`config.mk`:
```
export PLATFORM = sky130hd
export DESIGN_NAME = gcd_engine
export DESIGN_NICKNAME = d
export VERILOG_FILES = /design/src/rtl/gcd_pkg.sv /design/src/rtl/gcd_step.sv /design/src/rtl/gcd_engine.sv
export SDC_FILE = /design/constraint.sdc
export NUM_CORES = 1
export LEC_CHECK = 0
export CAP_MARGIN = 10
export CELL_PAD_IN_SITES_DETAIL_PLACEMENT = 2
export CELL_PAD_IN_SITES_GLOBAL_PLACEMENT = 2
export CORE_UTILIZATION = 30
export CTS_CLUSTER_DIAMETER = 30
export DETAILED_ROUTE_END_ITERATION = 6
export PLACE_DENSITY_LB_ADDON = 0.1
export SLEW_MARGIN = 20
export SYNTH_ARGS = -nofsm -noshare
export SYNTH_HDL_FRONTEND = slang
export SYNTH_HIERARCHICAL = 1
export SYNTH_SLANG_ARGS = --single-unit
export TNS_END_PERCENT = 20
```
`constraint.sdc`:
```
create_clock -name clk_i -period 4.1 [get_ports clk_i]
set_input_delay 0.82 -clock clk_i [delete_from_list [all_inputs] [get_ports clk_i]]
set_output_delay 0.82 -clock clk_i [all_outputs]
set_load 0.1 [all_outputs]
```
`src/rtl/gcd_pkg.sv`:
```
// Shared types for the GCD engine: FSM states, per-transaction mode, shift-count width.
// No logic; imported by gcd_step and gcd_engine.
package gcd_pkg;

   typedef enum logic [1:0] {
      IDLE = 2'd0,
      CALC = 2'd1,
      DONE = 2'd2
   } state_e;

   typedef enum logic {
      MODE_SUB = 1'b0,
      MODE_BIN = 1'b1
   } mode_e;

   // Common power-of-two shift k never exceeds XLEN-1, so XLEN+1 codes are plenty.
   function automatic int k_width(input int xlen);
      return $clog2(xlen + 1);
   endfunction

endpackage

```
`src/rtl/gcd_step.sv`:
```
// One combinational GCD iteration (subtractive or Stein) plus termination detect.
// Zero latency; no handshake, the engine decides when the step result is committed.
module gcd_step
   import gcd_pkg::*;
#(
   parameter int XLEN = 16,
   parameter int KW   = 5
) (
   input  logic [XLEN-1:0] i_a,
   input  logic [XLEN-1:0] i_b,
   input  logic [KW-1:0]   i_k,
   input  mode_e           i_mode,
   output logic [XLEN-1:0] o_a,
   output logic [XLEN-1:0] o_b,
   output logic [KW-1:0]   o_k,
   output logic            o_done,
   output logic [XLEN-1:0] o_result
);

   logic [XLEN:0]   w_diff;
   logic            w_a_lt_b;
   logic [XLEN-1:0] w_abs;
   logic [XLEN-1:0] w_min;

   // Extra top bit of the difference is the borrow: it picks both |A-B| and min(A,B).
   assign w_diff   = {1'b0, i_a} - {1'b0, i_b};
   assign w_a_lt_b = w_diff[XLEN];
   assign w_abs    = w_a_lt_b ? (~w_diff[XLEN-1:0] + {{(XLEN-1){1'b0}}, 1'b1})
                              : w_diff[XLEN-1:0];
   assign w_min    = w_a_lt_b ? i_a : i_b;

   always_comb begin
      o_a      = i_a;
      o_b      = i_b;
      o_k      = i_k;
      o_done   = 1'b0;
      o_result = '0;
      if (i_a == '0) begin
         o_done   = 1'b1;
         o_result = i_b << i_k;
      end else if (i_b == '0) begin
         o_done   = 1'b1;
         o_result = i_a << i_k;
      end else if (i_mode == MODE_SUB) begin
         o_a = w_abs;
         o_b = w_min;
      end else begin
         case ({i_a[0], i_b[0]})
            2'b00: begin
               o_a = i_a >> 1;
               o_b = i_b >> 1;
               o_k = i_k + KW'(1);
            end
            2'b01:   o_a = i_a >> 1;
            2'b10:   o_b = i_b >> 1;
            default: begin
               o_a = w_abs;
               o_b = w_min;
            end
         endcase
      end
   end

endmodule

```
`src/rtl/gcd_engine.sv`:
```
// Iterating GCD engine, one step per cycle; result valid iters+1 cycles after accept.
// Accepts only when idle; holds gcd_o/iters_o in DONE until out_ready_i; flush_i aborts.
module gcd_engine
   import gcd_pkg::*;
#(
   parameter int XLEN   = 16,
   parameter int ITER_W = 16
) (
   input  logic              clk_i,
   input  logic              rst_ni,
   input  logic              in_valid_i,
   output logic              in_ready_o,
   input  logic [XLEN-1:0]   a_i,
   input  logic [XLEN-1:0]   b_i,
   input  logic              mode_i,
   input  logic              flush_i,
   output logic              out_valid_o,
   input  logic              out_ready_i,
   output logic [XLEN-1:0]   gcd_o,
   output logic [ITER_W-1:0] iters_o
);

   localparam int KW = k_width(XLEN);

   state_e              r_state;
   state_e              w_state_nxt;
   logic [XLEN-1:0]     r_a;
   logic [XLEN-1:0]     r_b;
   logic [KW-1:0]       r_k;
   mode_e               r_mode;
   logic [ITER_W-1:0]   r_iters;
   logic [XLEN-1:0]     r_gcd;

   logic [XLEN-1:0]     w_a_nxt;
   logic [XLEN-1:0]     w_b_nxt;
   logic [KW-1:0]       w_k_nxt;
   logic                w_done;
   logic [XLEN-1:0]     w_result;

   gcd_step #(
      .XLEN (XLEN),
      .KW   (KW)
   ) u_step (
      .i_a      (r_a),
      .i_b      (r_b),
      .i_k      (r_k),
      .i_mode   (r_mode),
      .o_a      (w_a_nxt),
      .o_b      (w_b_nxt),
      .o_k      (w_k_nxt),
      .o_done   (w_done),
      .o_result (w_result)
   );

   always_ff @(posedge clk_i or negedge rst_ni) begin
      if (!rst_ni) r_state <= IDLE;
      else         r_state <= w_state_nxt;
   end

   always_comb begin
      w_state_nxt = r_state;
      if (flush_i) begin
         w_state_nxt = IDLE;
      end else begin
         case (r_state)
            IDLE:    if (in_valid_i)  w_state_nxt = CALC;
            CALC:    if (w_done)      w_state_nxt = DONE;
            DONE:    if (out_ready_i) w_state_nxt = IDLE;
            default: w_state_nxt = IDLE;
         endcase
      end
   end

   // Flush freezes the datapath so gcd_o/iters_o keep whatever they last showed.
   always_ff @(posedge clk_i or negedge rst_ni) begin
      if (!rst_ni) begin
         r_a     <= '0;
         r_b     <= '0;
         r_k     <= '0;
         r_mode  <= MODE_SUB;
         r_iters <= '0;
         r_gcd   <= '0;
      end else if (!flush_i) begin
         case (r_state)
            IDLE: if (in_valid_i) begin
               r_a     <= a_i;
               r_b     <= b_i;
               r_k     <= '0;
               r_mode  <= mode_e'(mode_i);
               r_iters <= '0;
            end
            CALC: if (w_done) begin
               r_gcd <= w_result;
            end else begin
               r_a <= w_a_nxt;
               r_b <= w_b_nxt;
               r_k <= w_k_nxt;
               if (r_iters != '1) r_iters <= r_iters + ITER_W'(1);
            end
            default: ;
         endcase
      end
   end

   assign in_ready_o  = (r_state == IDLE);
   assign out_valid_o = (r_state == DONE);
   assign gcd_o       = r_gcd;
   assign iters_o     = r_iters;

endmodule
```
-- Word-level counts from Yosys, hierarchy flattened
Cells that the tools add are included.
- $add $sub $neg: 4
- eq/ne operators: 17
- shift operators: 2
- mux-type cells: 36
- bitwise gates (word level): 2
- reduce and logical (&&, ||, !) cells: 14
- operator list (kind ; count):
    16-bit 2-to-1 mux ; 17
    16-bit one-hot mux with 2 select lines ; 5
    16-bit by 1-bit adder with 16-bit output (second input constant) ; 2
    16-bit zero test ; 2
    16-bit by 5-bit left shift with 16-bit output ; 2
    5-bit 2-to-1 mux ; 6
    16-bit by 16-bit subtractor with 17-bit output ; 1
    16-bit != test (second input constant) ; 1
    16-bit NOT ; 1
    7-bit AND reduction ; 2
    2-bit != test (second input constant) ; 6
    5-bit one-hot mux with 2 select lines ; 1
    3-bit by 2-bit != test with 1-bit output (second input constant) ; 3
    3-bit AND reduction ; 3
    2-bit 2-to-1 mux ; 4
    8-bit AND reduction ; 1
    3-bit != test (second input constant) ; 2
    2-bit one-hot mux with 3 select lines ; 1
    5-bit by 1-bit adder with 5-bit output (second input constant) ; 1
    5-bit AND reduction ; 1
    2-bit by 1-bit equality test with 1-bit output (second input constant) ; 2
    2-bit equality test (second input constant) ; 2
    2-bit zero test ; 2
    2-bit OR reduction ; 2
    other kinds (4) ; 5
- bits in registers: 72
- input port bits: 38
- output and inout bits: 34
- logic and storage cells: 82

-- Longest topological paths before layout
Gate-level depths: netlist of the first run.
- depth in word-level cells: 10
- depth in mapped cells: 16
- mapped depth without buffers: 14

-- Hierarchy
The synthesis of the first run kept the hierarchy.
- modules (own cells, without submodules) (module ; instances ; cells an instance ; area an instance (um^2) ; seq. area each (um^2)):
    gcd_engine ; 1 ; 319 ; 3420.8 ; 1801.7
    gcd_step ; 1 ; 505 ; 3174.3 ; 0.0

-- Least setup slack after synthesis of the first run
Ideal clock, no wire load.
- path type: reg2reg
- start point: register r_a[0]
- end point: register r_a[15]
- setup time: 0.133 ns
- data arrival time: 2.911 ns
- setup slack: 1.056 ns
- cell stages (with the launch flop): 15
- period minus slack after synthesis: 3.044 ns
- cell sequence: dfrtp_1 > inv_1 > ha_1 > fa_1 > nand2b_1 > a21oi_2 > o21a_1 > a2bb2oi_1 > a311oi_1 > nor4_2 > a41oi_2 > xnor2_1 > o21ai_1 > mux2i_1 > o21ai_0
- word-level cells in the longest chain between the ends: 10
- elaborated cells on any way between the ends: 20
- RTL lines (element ; RTL line ; text):
    from (decl) ; gcd_engine.sv:27 ; logic [XLEN-1:0] r_a;
    from (signal assigned) ; gcd_engine.sv:86 ; r_a <= a_i;
    from (signal assigned) ; gcd_engine.sv:95 ; r_a <= w_a_nxt;
    16-bit by 16-bit subtractor with 17-bit output ; gcd_step.sv:26 ; assign w_diff = {1'b0, i_a} - {1'b0, i_b};
    16-bit NOT ; gcd_step.sv:28 ; assign w_abs = w_a_lt_b ? (~w_diff[XLEN-1:0] + {{(XLEN-1){1'b0}}, 1'b1})
    16-bit by 1-bit adder with 16-bit output ; gcd_step.sv:28 ;
    16-bit 2-to-1 mux ; gcd_step.sv:28 ;
    16-bit one-hot mux with 2 select lines ; gcd_step.sv:48 ; case ({i_a[0], i_b[0]})
    16-bit 2-to-1 mux * ; gcd_step.sv:44 ; end else if (i_mode == MODE_SUB) begin
    16-bit 2-to-1 mux * ; gcd_step.sv:41 ; end else if (i_b == '0) begin
    16-bit 2-to-1 mux * ; gcd_step.sv:38 ; if (i_a == '0) begin
    named net w_a_nxt[15] ; gcd_engine.sv:34 ; logic [XLEN-1:0] w_a_nxt;
    16-bit 2-to-1 mux * ; gcd_engine.sv:92 ; CALC: if (w_done) begin
    16-bit one-hot mux with 2 select lines * ; gcd_engine.sv:84 ; case (r_state)
The timed path passes the listed nets; every way through them passes the cells marked *. The select of a mux whose other input is x is not followed.
A chain may end at the register's enable or synchronous reset.

-- Final worst setup path of the first run
- start point: register r_a[0]
- end point: register r_a[3]
Same word-level chain as after synthesis.

==> results of run 1 <==
[power groups by stage]
stage          Sequential [mW]  Combinational, mW  Clock, mW
2_1_floorplan             1.43               2.95          0
3_3_place_gp              1.20               4.36          0
3_5_place_dp              1.21               4.54          0
4_1_cts                   1.20               4.57      0.962
5_1_grt                   1.23               4.98      0.989
6_report                  1.20               4.59      0.937
[Yosys cell counts, types with 15 or more instances]
| cell | n | area share [%] |
|---|---|---|
| o21ai_1 | 15 | 1.1 |
| nand2_1 | 97 | 5.5 |
| dfrtp_1 | 72 | 27 |
| mux2_2 | 19 | 3.2 |
| clkbuf_1 | 30 | 1.7 |
| a211oi_1 | 19 | 2.2 |
| ha_1 | 22 | 4.2 |
| nor3_1 | 16 | 1.2 |
| inv_1 | 32 | 1.8 |
| a21oi_1 | 67 | 5.1 |
| xor2_1 | 18 | 2.4 |
| o21ai_0 | 101 | 7.7 |
| mux2i_1 | 50 | 7.6 |
| nor2_1 | 65 | 3.7 |
[critical path: stages (launching register included)]
cell and delay, ns:
dfrtp_1 0.50, inv_1 0.19, ha_1 0.22, fa_1 0.23
nand2b_1 0.16, a21oi_2 0.08, o211a_1 0.28, o41ai_4 0.36
o21ai_2 0.14, a31oi_2 0.32, buf_4 0.27, nand2_1 0.09
xor2_1 0.14, o21ai_0 0.30, mux2i_1 0.14, o21ai_0 0.24
[what timing repair did]
action	in CTS	in global routing
endpoints found under the setup margin	0	2
hold buffers	0	0
resized for setup	0	3
hold endpoints to repair	0	0
[cell type report]
cell class | count | area [µm²]
repair buffers | 97 | 920
fillers | 2381 | 13400
flip-flops and latches | 72 | 1800
well taps | 275 | 344
clock inverters | 6 | 97.6
multi-input cells | 664 | 4400
inverters | 34 | 128
clock buffers | 10 | 239
[logic make-up (layout without fill, tap and decap cells)]
family / after synthesis / count (layout) / synth area share, %
fa+ha+maj: 23 / 23 / 4.48
xor+xnor: 30 / 30 / 3.98
buf+inv: 88 / 147 / 6.34
simple gates: 253 / 253 / 18.1
flops: 72 / 72 / 27.3
mux: 75 / 75 / 12.9
compound gates: 283 / 283 / 26.9
[routing by layer]
layer | GRT usage [%] | wire (µm) | vias to the layer above
met1 | 31.5 | 11900 | 3425
met2 | 40.9 | 12900 | 134
met3 | 2.48 | 841 | 19
met5 | 0 | 0 | -
met4 | 5.71 | 346 | 0
li1 | - | - | 3132
[sequential cells by signal (all words and copies together) (netlist names)]
signal	count
r_b	16
r_k	5
r_mode	1
r_state	2
iters_o	16
r_a	16
gcd_o	16
[through the flow]
stage | hold slack (ns) | utilization, %
6_report | 0.470 | 37.3
5_1_grt | 0.531 | 37.3
3_5_place_dp | 0.498 | 35.6
2_1_floorplan | 0.449 | -
3_3_place_gp | 0.492 | 35.6
4_1_cts | 0.513 | 37.2
[how the worst max path moves through the flow]
stage | from | end
6_report | r_a[0] | r_a[3]
3_5_place_dp | r_a[0] | r_a[5]
4_1_cts | r_a[0] | r_a[5]
5_1_grt | r_a[0] | r_a[6]
2_1_floorplan | r_a[0] | r_a[15]
3_3_place_gp | r_a[0] | r_a[5]
==> run summary, run 1 <==
Total clock sinks - 72
Wire per inst - 22.5 µm
Ports - 72
Die width - 150 µm
CTS Root Cell - clkbuf_16
Power Density - 848 nW/µm²
Register share of total power - 17.8%
Vias in the first global route - 7249
YS warnings - 6
Drt initial violations - 351
Antenna diodes - 0
Status - finished clean
Total GRT Usage - 23.7%
Overall power - 6.73 mW
Fmax achieved - 267 MHz
First-pass GRT wire length - 40900 µm
Hold/Removal Path Class - input port to asynchronous set/reset pin
Worst Path Arrival - 4.00 ns
Pin count of the biggest net entering global routing - 79
WS Path Type - flip-flop to flip-flop
Clock latency on the worst-skew pair - 0.35 ns
Internal Power - 3.09 mW
DRT antenna net count - 0
Peak supply drop - 0.000487 V
Starting density of the core - 31.0%
Die ar. - 22600 µm²
Worst-margin pin slew - 0.993 ns
Reg2Reg Depth - 15
Gate Count Post-Synth - 824
Post-CTS Setup Bufs - 0
Critical path peak fanout - 14
Ys flop type - dfrtp_1
Residual DRC - 0
Area growth, synth to finish - 20.3%
Port buffer count - 71
Post-DP HPWL - 19000 µm
Cell Area, Placed - 7580 µm²
Vias/cell - 5.79
Setup TNS - 0 ns
Setup ws final - 0.354 ns
CTS Buffer Depth - 2
Net Count, Synth - 885
Register-to-Register Setup Slack - 0.35 ns
Comb pwr share - 68.2%
Setup-failing EPs final - 0
Synth cell types - 77
Startpoint Class - flip-flop
Die H - 150 µm
Syn Area/Cell - 8.00 µm²
Nets - 939
Drt pass-1 iters - 5
Placed Cells - 1142
Most common cell after layout, fill and taps aside - o21ai_0
Post-synth EDFFs - 0
Final Critical Period - 3.75 ns
Via Count - 6710
Net Sw Frac - 54.0%
Crit. End Element - flip-flop
CTS tree - yes
Max Slew Vio Count - 0
CTS buffer count - 9
Cell leakage power - 3.21 nW
Unrepaired setup endpoints after global routing - false
Drt total wl - 26000 µm
Worst r2r src - r_a[0]
Core area - 21300 µm²
Clk pwr share - 13.9%
Clock Pin Slew Worst Setup and Hold Paths - 0.07 ns
Row Count - 53
Max cap viols - 0
Setup WS pre-CTS - 0.350 ns
Required @ worst endpoint - 4.35 ns
Hold Fails Final Rpt - 0
Final non-filler cell area - 7930 µm²
Synthesized cell area - 6600 µm²
Flops & latches, synth - 72
Most frequent cells in the layout - o21ai_0 (101), nand2_1 (96), dfrtp_1 (72), clkdlybuf4s50_1 (70), a21oi_1 (67)
Seq/Total Area, Yosys - 27.3%
Initial antenna violation count - 0
Crit share post-route - 91.4%
# H-tree levels - 3
RR Endpoint - r_a[3]
Slew headroom - 33.6%
Remaining Overflow, GRT - 0
Layout cells sized above 1 - 10.5%
Asr flop ratio synth - 100%
Psw - 3.63 mW
Clk_skew - 0.00852 ns
Final cell count without fillers - 1158
Gpl congestion - 0.867
Power figures use the tool's default switching activity.
==> run 2: changes to the inputs <==
--- a/config.mk
+++ b/config.mk
@@ -6,12 +6,9 @@
 export NUM_CORES = 1
 export LEC_CHECK = 0
 export CAP_MARGIN = 10
-export CELL_PAD_IN_SITES_DETAIL_PLACEMENT = 2
-export CELL_PAD_IN_SITES_GLOBAL_PLACEMENT = 2
 export CORE_UTILIZATION = 30
 export CTS_CLUSTER_DIAMETER = 30
 export DETAILED_ROUTE_END_ITERATION = 6
-export PLACE_DENSITY_LB_ADDON = 0.1
 export SLEW_MARGIN = 20
 export SYNTH_ARGS = -nofsm -noshare
 export SYNTH_HDL_FRONTEND = slang
==> run 2 against run 1 <==
  * Maximum frequency is 4.4% higher
  * Setup slack better by 0.16 ns
  * Non-clock buffer count is 4 lower
  * Via count is 3.3% lower
  * Sequential power hardly changed
  * Critical path type unchanged
  * Die area stayed put
  * Global-route usage is 4.7 points lower
  * Combinational power is 5.7% lower
  * Sequential share of layout area is 0.33 points higher
  * First-iteration DRC count is 91% higher
  * Register-to-register slack better by 0.16 ns
==> run summary, run 2 (synthesis gave the netlist of run 1 again) <==
Status - finished clean
Required @ worst endpoint - 4.36 ns (about the same)
Clk pwr share - 11.8% (-2.1 points)
Unrepaired setup endpoints after global routing - false
Setup TNS - 0 ns (unchanged)
Max Slew Vio Count - 0 (unchanged)
Via Count - 6491 (-3.3%)
CTS buffer count - 9 (unchanged)
Most frequent cells in the layout - o21ai_0 (101), nand2_1 (97), dfrtp_1 (72), clkdlybuf4s50_1 (70), a21oi_1 (67)
Cts repair resizes - 0 (unchanged)
Ports - 72 (unchanged)
Remaining Overflow, GRT - 0 (unchanged)
Placed Cells - 1138 (-0.35%)
Die width - 150 µm (unchanged)
Cell leakage power - 3.14 nW (-2.1%)
Core area - 21300 µm² (unchanged)
Post-CTS Setup Bufs - 0 (unchanged)
Total GRT Usage - 19.0% (-4.7 points)
Power Density - 808 nW/µm² (-4.8%)
CTS tree - yes
Worst-margin pin slew - 0.980 ns (-0.0137 ns)
Net Sw Frac - 53.5% (-0.55 points)
Die ar. - 22600 µm² (unchanged)
Setup-failing EPs final - 0 (unchanged)
Slew headroom - 34.5% (+0.91 points)
Drt initial violations - 670 (+91%)
Cts hold-fix bufs - 0 (unchanged)
Post-DP HPWL - 15000 µm (-21%)
Layout cells sized above 1 - 9.45% (-1.1 points)
Gpl congestion - 0.951 (+9.8%)
Critical path peak fanout - 21 (+7)
Hold/Removal Path Class - flip-flop to flip-flop
Met2 usage - 28.0% (-13 points)
Peak supply drop - 0.000362 V (-26%)
Drt total wl - 20900 µm (-20%)
Port buffer count - 71 (unchanged)
Internal Power - 2.94 mW (-5.1%)
Most used routing layer - met2
Crit. End Element - flip-flop
Nets - 935 (-0.43%)
Total clock sinks - 72 (unchanged)
Final Util - 36.7% (-0.54 points)
Most common cell after layout, fill and taps aside - o21ai_0
Clock latency on the worst-skew pair - 0.34 ns (about the same)
WS Path Type - flip-flop to flip-flop
CTS Buffer Depth - 2 (unchanged)
Initial antenna violation count - 0 (unchanged)
Hold Fails Final Rpt - 0 (unchanged)
Drt pass-1 iters - 5 (unchanged)
CTS Root Cell - clkbuf_16
Wire per inst - 18.1 µm (-19%)
Crit share post-route - 87.5% (-3.9 points)
Comb pwr share - 68.6% (+0.4 points)
Max cap viols - 0 (unchanged)
Die H - 150 µm (unchanged)
M3 GR Usage - 3.58% (+1.1 points)
Startpoint Class - flip-flop
Area growth, synth to finish - 18.5%
Vias in the first global route - 6057 (-16%)
Vias/cell - 5.63 (-2.8%)
First-pass GRT wire length - 33300 µm (-18%)
Met1 GRT Util - 27.7% (-3.8 points)
Worst Path Arrival - 3.85 ns (-0.15 ns)
Fmax achieved - 279 MHz (+4.4%)
Final Critical Period - 3.59 ns (-0.159 ns)
Clk_skew - 0.0108 ns (+0.00224 ns)
Row Count - 53 (unchanged)
Final cell count without fillers - 1153 (-0.43%)
Starting density of the core - 31.0% (unchanged)
Pin count of the biggest net entering global routing - 73 (-7.6%)
Psw - 3.38 mW (-7.1%)
Antenna diodes - 0 (unchanged)
Register share of total power - 19.5% (+1.7 points)
Residual DRC - 0 (unchanged)
Clock Pin Slew Worst Setup and Hold Paths - 0.06 ns (about the same)
# H-tree levels - 3 (unchanged)
DRT antenna net count - 0 (unchanged)
-- run 2: changes by cell type in the layout (fill, tap and decap cells not counted), sizes merged --
cell	previous run	this run
clkbuf	10	13
buf	27	23
clkinvlp	0	2
inv	38	34
bufinv	2	0
-- run 2: metal layers --
layer	up-vias	part of all wire, %
met5	-	0
met4	0	2.2
met3	32	6.9
met2	225	43
met1	3111	48
li1	3123	-
-- run 2: path summary, 6_finish.rpt --
kind | startpoint | end | slack [ns] | cells after the start
max reg2reg | r_a[0] | r_a[14] | 0.51 | 14
min | gcd_o[0] | gcd_o[0] | 0.51 | 1
min reg2reg | gcd_o[0] | gcd_o[0] | 0.51 | 1
max in group asynchronous | rst_ni | r_b[9] | 2.82 | 1
min in group asynchronous | rst_ni | iters_o[0] | 0.62 | 1
max | r_a[0] | r_a[14] | 0.51 | 14
-- run 2: critical path, cell delays in order, from the launching register on --
cell and delay, ns:
dfrtp_1 0.52, inv_1 0.14, ha_1 0.25, buf_4 0.22, nand2b_1 0.22, a211oi_1 0.25
nor2_1 0.08, xor2_1 0.38, nand4b_1 0.24, nor3_1 0.37, a41oi_2 0.18, xor2_1 0.18
a31oi_1 0.24, mux2i_1 0.10, o21ai_0 0.16
-- run 2: through the flow --
| stage | hold WS (ns) | area (µm²) | power, mW | setup slack, ns |
|---|---|---|---|---|
| 3_5_place_dp | 0.495 | 7540 | 5.44 | 0.564 |
| 3_3_place_gp | 0.494 | 7540 | 5.42 | 0.660 |
| 6_report | 0.505 | 7820 | 6.31 | 0.513 |
| 2_1_floorplan | 0.449 | 6600 | 4.38 | 1.06 |
| 4_1_cts | 0.507 | 7820 | 6.23 | 0.550 |
| 5_1_grt | 0.536 | 7820 | 6.77 | 0.190 |
-- run 2: layout make-up --
type / count / area (µm²)
clock buffer: 13 / 260
clock inverter: 2 / 15.0
fill: 2222 / 13500
inverter: 34 / 128
multi-input combinational: 664 / 4390
sequential: 72 / 1800
tap: 275 / 344
timing repair buffer: 93 / 873
-- run 2: power by group through the flow --
stage / Clock (mW) / Sequential [mW] / Combinational, mW
after global placement: 0 / 1.23 / 4.20
final: 0.748 / 1.23 / 4.33
after CTS: 0.765 / 1.22 / 4.25
after floorplan: 0 / 1.43 / 2.95
after detailed placement: 0 / 1.23 / 4.21
after global routing: 0.791 / 1.25 / 4.73
==> run 3: changes to the inputs <==
==> constraint.sdc (replaced) <==
create_clock -name clk_i -period 4.57 [get_ports clk_i]
set_input_delay 0.914 -clock clk_i [delete_from_list [all_inputs] [get_ports clk_i]]
set_output_delay 0.914 -clock clk_i [all_outputs]
set_load 0.1 [all_outputs]
==> run 3 against run 2 <==
  * First-iteration DRC count is 2.5% lower
  * Largest cell class unchanged
  * Sequential power shrank 5%
  * Non-clock buffer count is 7 lower
  * Combinational power shrank 12%
  * Die area did not move
  * Cell count decreased by 0.52%
  * Setup slack better by 0.48 ns
==> run summary, run 3 (synthesis gave the netlist of run 1 again) <==
Status - finished clean
Peak supply drop - 0.000364 V (+0.60%)
Worst r2r src - r_a[0]
CP startpoint - r_a[0]
Drt pass-1 iters - 5 (unchanged)
CTS tree - yes
Fillers - 2209 (-0.59%)
Starting density of the core - 31.0% (unchanged)
Clk_skew - 0.00693 ns (-0.00382 ns)
Wire per inst - 18.3 µm (+1.1%)
Slowest stage delay, CP - 0.54 ns (+0.02 ns)
Internal Power - 2.63 mW (-10%)
Residual DRC - 0 (unchanged)
Post-DP HPWL - 14900 µm (-0.50%)
Worst Hold Depth - 1 (unchanged)
Clock latency on the worst-skew pair - 0.34 ns (about the same)
CTS Root Cell - clkbuf_16
Unrepaired setup endpoints after global routing - false
Clk pwr share - 12.5% (+0.7 points)
Row Count - 53 (unchanged)
Remaining Overflow, GRT - 0 (unchanged)
Overall power - 5.70 mW (-9.7%)
Crit-path most repeated cell - nor3_1
# H-tree levels - 3 (unchanged)
Most frequent cells in the layout - o21ai_0 (101), nand2_1 (97), dfrtp_1 (72), clkdlybuf4s50_1 (70), a21oi_1 (67)
Setup-failing EPs final - 0 (unchanged)
Final Critical Period - 3.58 ns (-0.00876 ns)
Via Count - 6412 (-1.2%)
CTS Buffer Depth - 2 (unchanged)
Psw - 3.07 mW (-9.2%)
Net Sw Frac - 53.8% (+0.31 points)
Die ar. - 22600 µm² (unchanged)
Comb pwr share - 66.9% (-1.7 points)
Initial antenna violation count - 0 (unchanged)
Hold/Removal Path Class - flip-flop to flip-flop
Cts repair resizes - 0 (unchanged)
Nets - 928 (-0.75%)
Vias in the first global route - 6050 (-0.12%)
Slowest CP cell - a311oi_1
Clock Pin Slew Worst Setup and Hold Paths - 0.06 ns (about the same)
Critical path peak fanout - 10 (-52%)
Drt total wl - 21000 µm (+0.56%)
WS Path Type - flip-flop to flip-flop
First-pass GRT wire length - 33500 µm (+0.33%)
Crit path buffers/inverters - 1 (-1)
Max Slew Vio Count - 0 (unchanged)
Register share of total power - 20.6% (+1.1 points)
Crit share post-route - 78.3% (-9.2 points)
Required @ worst endpoint - 4.76 ns (+0.40 ns)
CP delay by family, top - compound AO/OA/AOI/OAI gates
Drt initial violations - 653 (-2.5%)
Cell leakage power - 3.12 nW (-0.60%)
Max cap viols - 0 (unchanged)
Crit. End Element - flip-flop
Total clock sinks - 72 (unchanged)
Core area - 21300 µm² (unchanged)
Layout cells sized above 1 - 8.83% (-0.62 points)
Die width - 150 µm (unchanged)
Vias/cell - 5.59 (-0.70%)
Port buffer count - 71 (unchanged)
CP Depth - 14 (unchanged)
Hold Fails Final Rpt - 0 (unchanged)
Seq. cell area - 1800 µm² (unchanged)
Setup TNS - 0 ns (unchanged)
Final Util - 36.5% (-0.18 points)
Pin count of the biggest net entering global routing - 78 (+6.8%)
Worst Path Arrival - 3.77 ns (-0.08 ns)
Area growth, synth to finish - 17.9%
Worst-margin pin slew - 1.01 ns (+0.0303 ns)
Post-CTS Setup Bufs - 0 (unchanged)
Worst-path cell chain - inv_1 -> ha_1 -> fa_1 -> nand2b_1 -> a21oi_2 -> o21a_1 -> nor3_1 -> a311oi_1 -> nor3_1 -> a41oi_2 -> xor2_1 -> a31oi_1 -> mux2i_1 -> o21ai_0
Most common cell after layout, fill and taps aside - o21ai_0
Area occupied by multi-input gates - 4390 µm² (unchanged)
Power Density - 733 nW/µm² (-9.3%)
Slew headroom - 32.5% (-2.0 points)
Gpl congestion - 0.877 (-7.8%)
Antenna diodes - 0 (unchanged)
Reg2Reg Depth - 14 (unchanged)
Startpoint Class - flip-flop
CTS buffer count - 9 (unchanged)
Fmax achieved - 279 MHz (+0.24%)
DRT antenna net count - 0 (unchanged)
HP Start - gcd_o[14]
Die H - 150 µm (unchanged)
Cts hold-fix bufs - 0 (unchanged)
Total GRT Usage - 19.1% (+0.11 points)
Ports - 72 (unchanged)
-- run 3: routing by layer --
metal / part of all wire, % / vias to the layer above / GRT usage (%) / routed length, µm
met2: 43 / 208 / 27.6 / 8960
met5: 0 / - / 0.909 / 0
met1: 49 / 3064 / 27.7 / 10300
met4: 2.1 / 0 / 5.86 / 437
li1: - / 3107 / - / -
met3: 6.5 / 33 / 4.27 / 1370
-- run 3: cell type report --
| cell class | instances | area share, % |
|---|---|---|
| tap | 275 | 4.42 |
| timing repair buffer | 86 | 10.6 |
| clock buffer | 11 | 2.99 |
| multi-input combinational | 664 | 56.5 |
| clock inverter | 5 | 0.740 |
| sequential | 72 | 23.2 |
| inverter | 34 | 1.64 |
-- run 3: power by group through the flow --
stage	sequential, mW	combinational [mW]	clock, mW
floorplan	1.28	2.65	0
global placement	1.16	3.70	0
detailed placement	1.16	3.71	0
CTS	1.15	3.74	0.733
global route	1.19	4.16	0.751
finish	1.17	3.82	0.712
-- run 3: worst paths after layout --
check / endpoint / slack (ns)
min in group asynchronous: iters_o[1] / 0.70
hold / removal: gcd_o[14] / 0.50
setup reg to reg: r_a[14] / 0.99
setup / recovery: r_a[14] / 0.99
hold reg to reg: gcd_o[14] / 0.50
max in group asynchronous: r_b[10] / 3.21
-- run 3: through the flow --
step                      setup slack (ns)  hold slack, ns  std cells  area [µm²]
after floorplan                       1.53           0.449        824        6600
after global placement                1.10           0.493       1131        7490
after detailed placement              1.05           0.496       1131        7490
after CTS                             1.03           0.510       1147        7780
after global routing                 0.670           0.526       1147        7780
final                                0.992           0.504       1147        7780
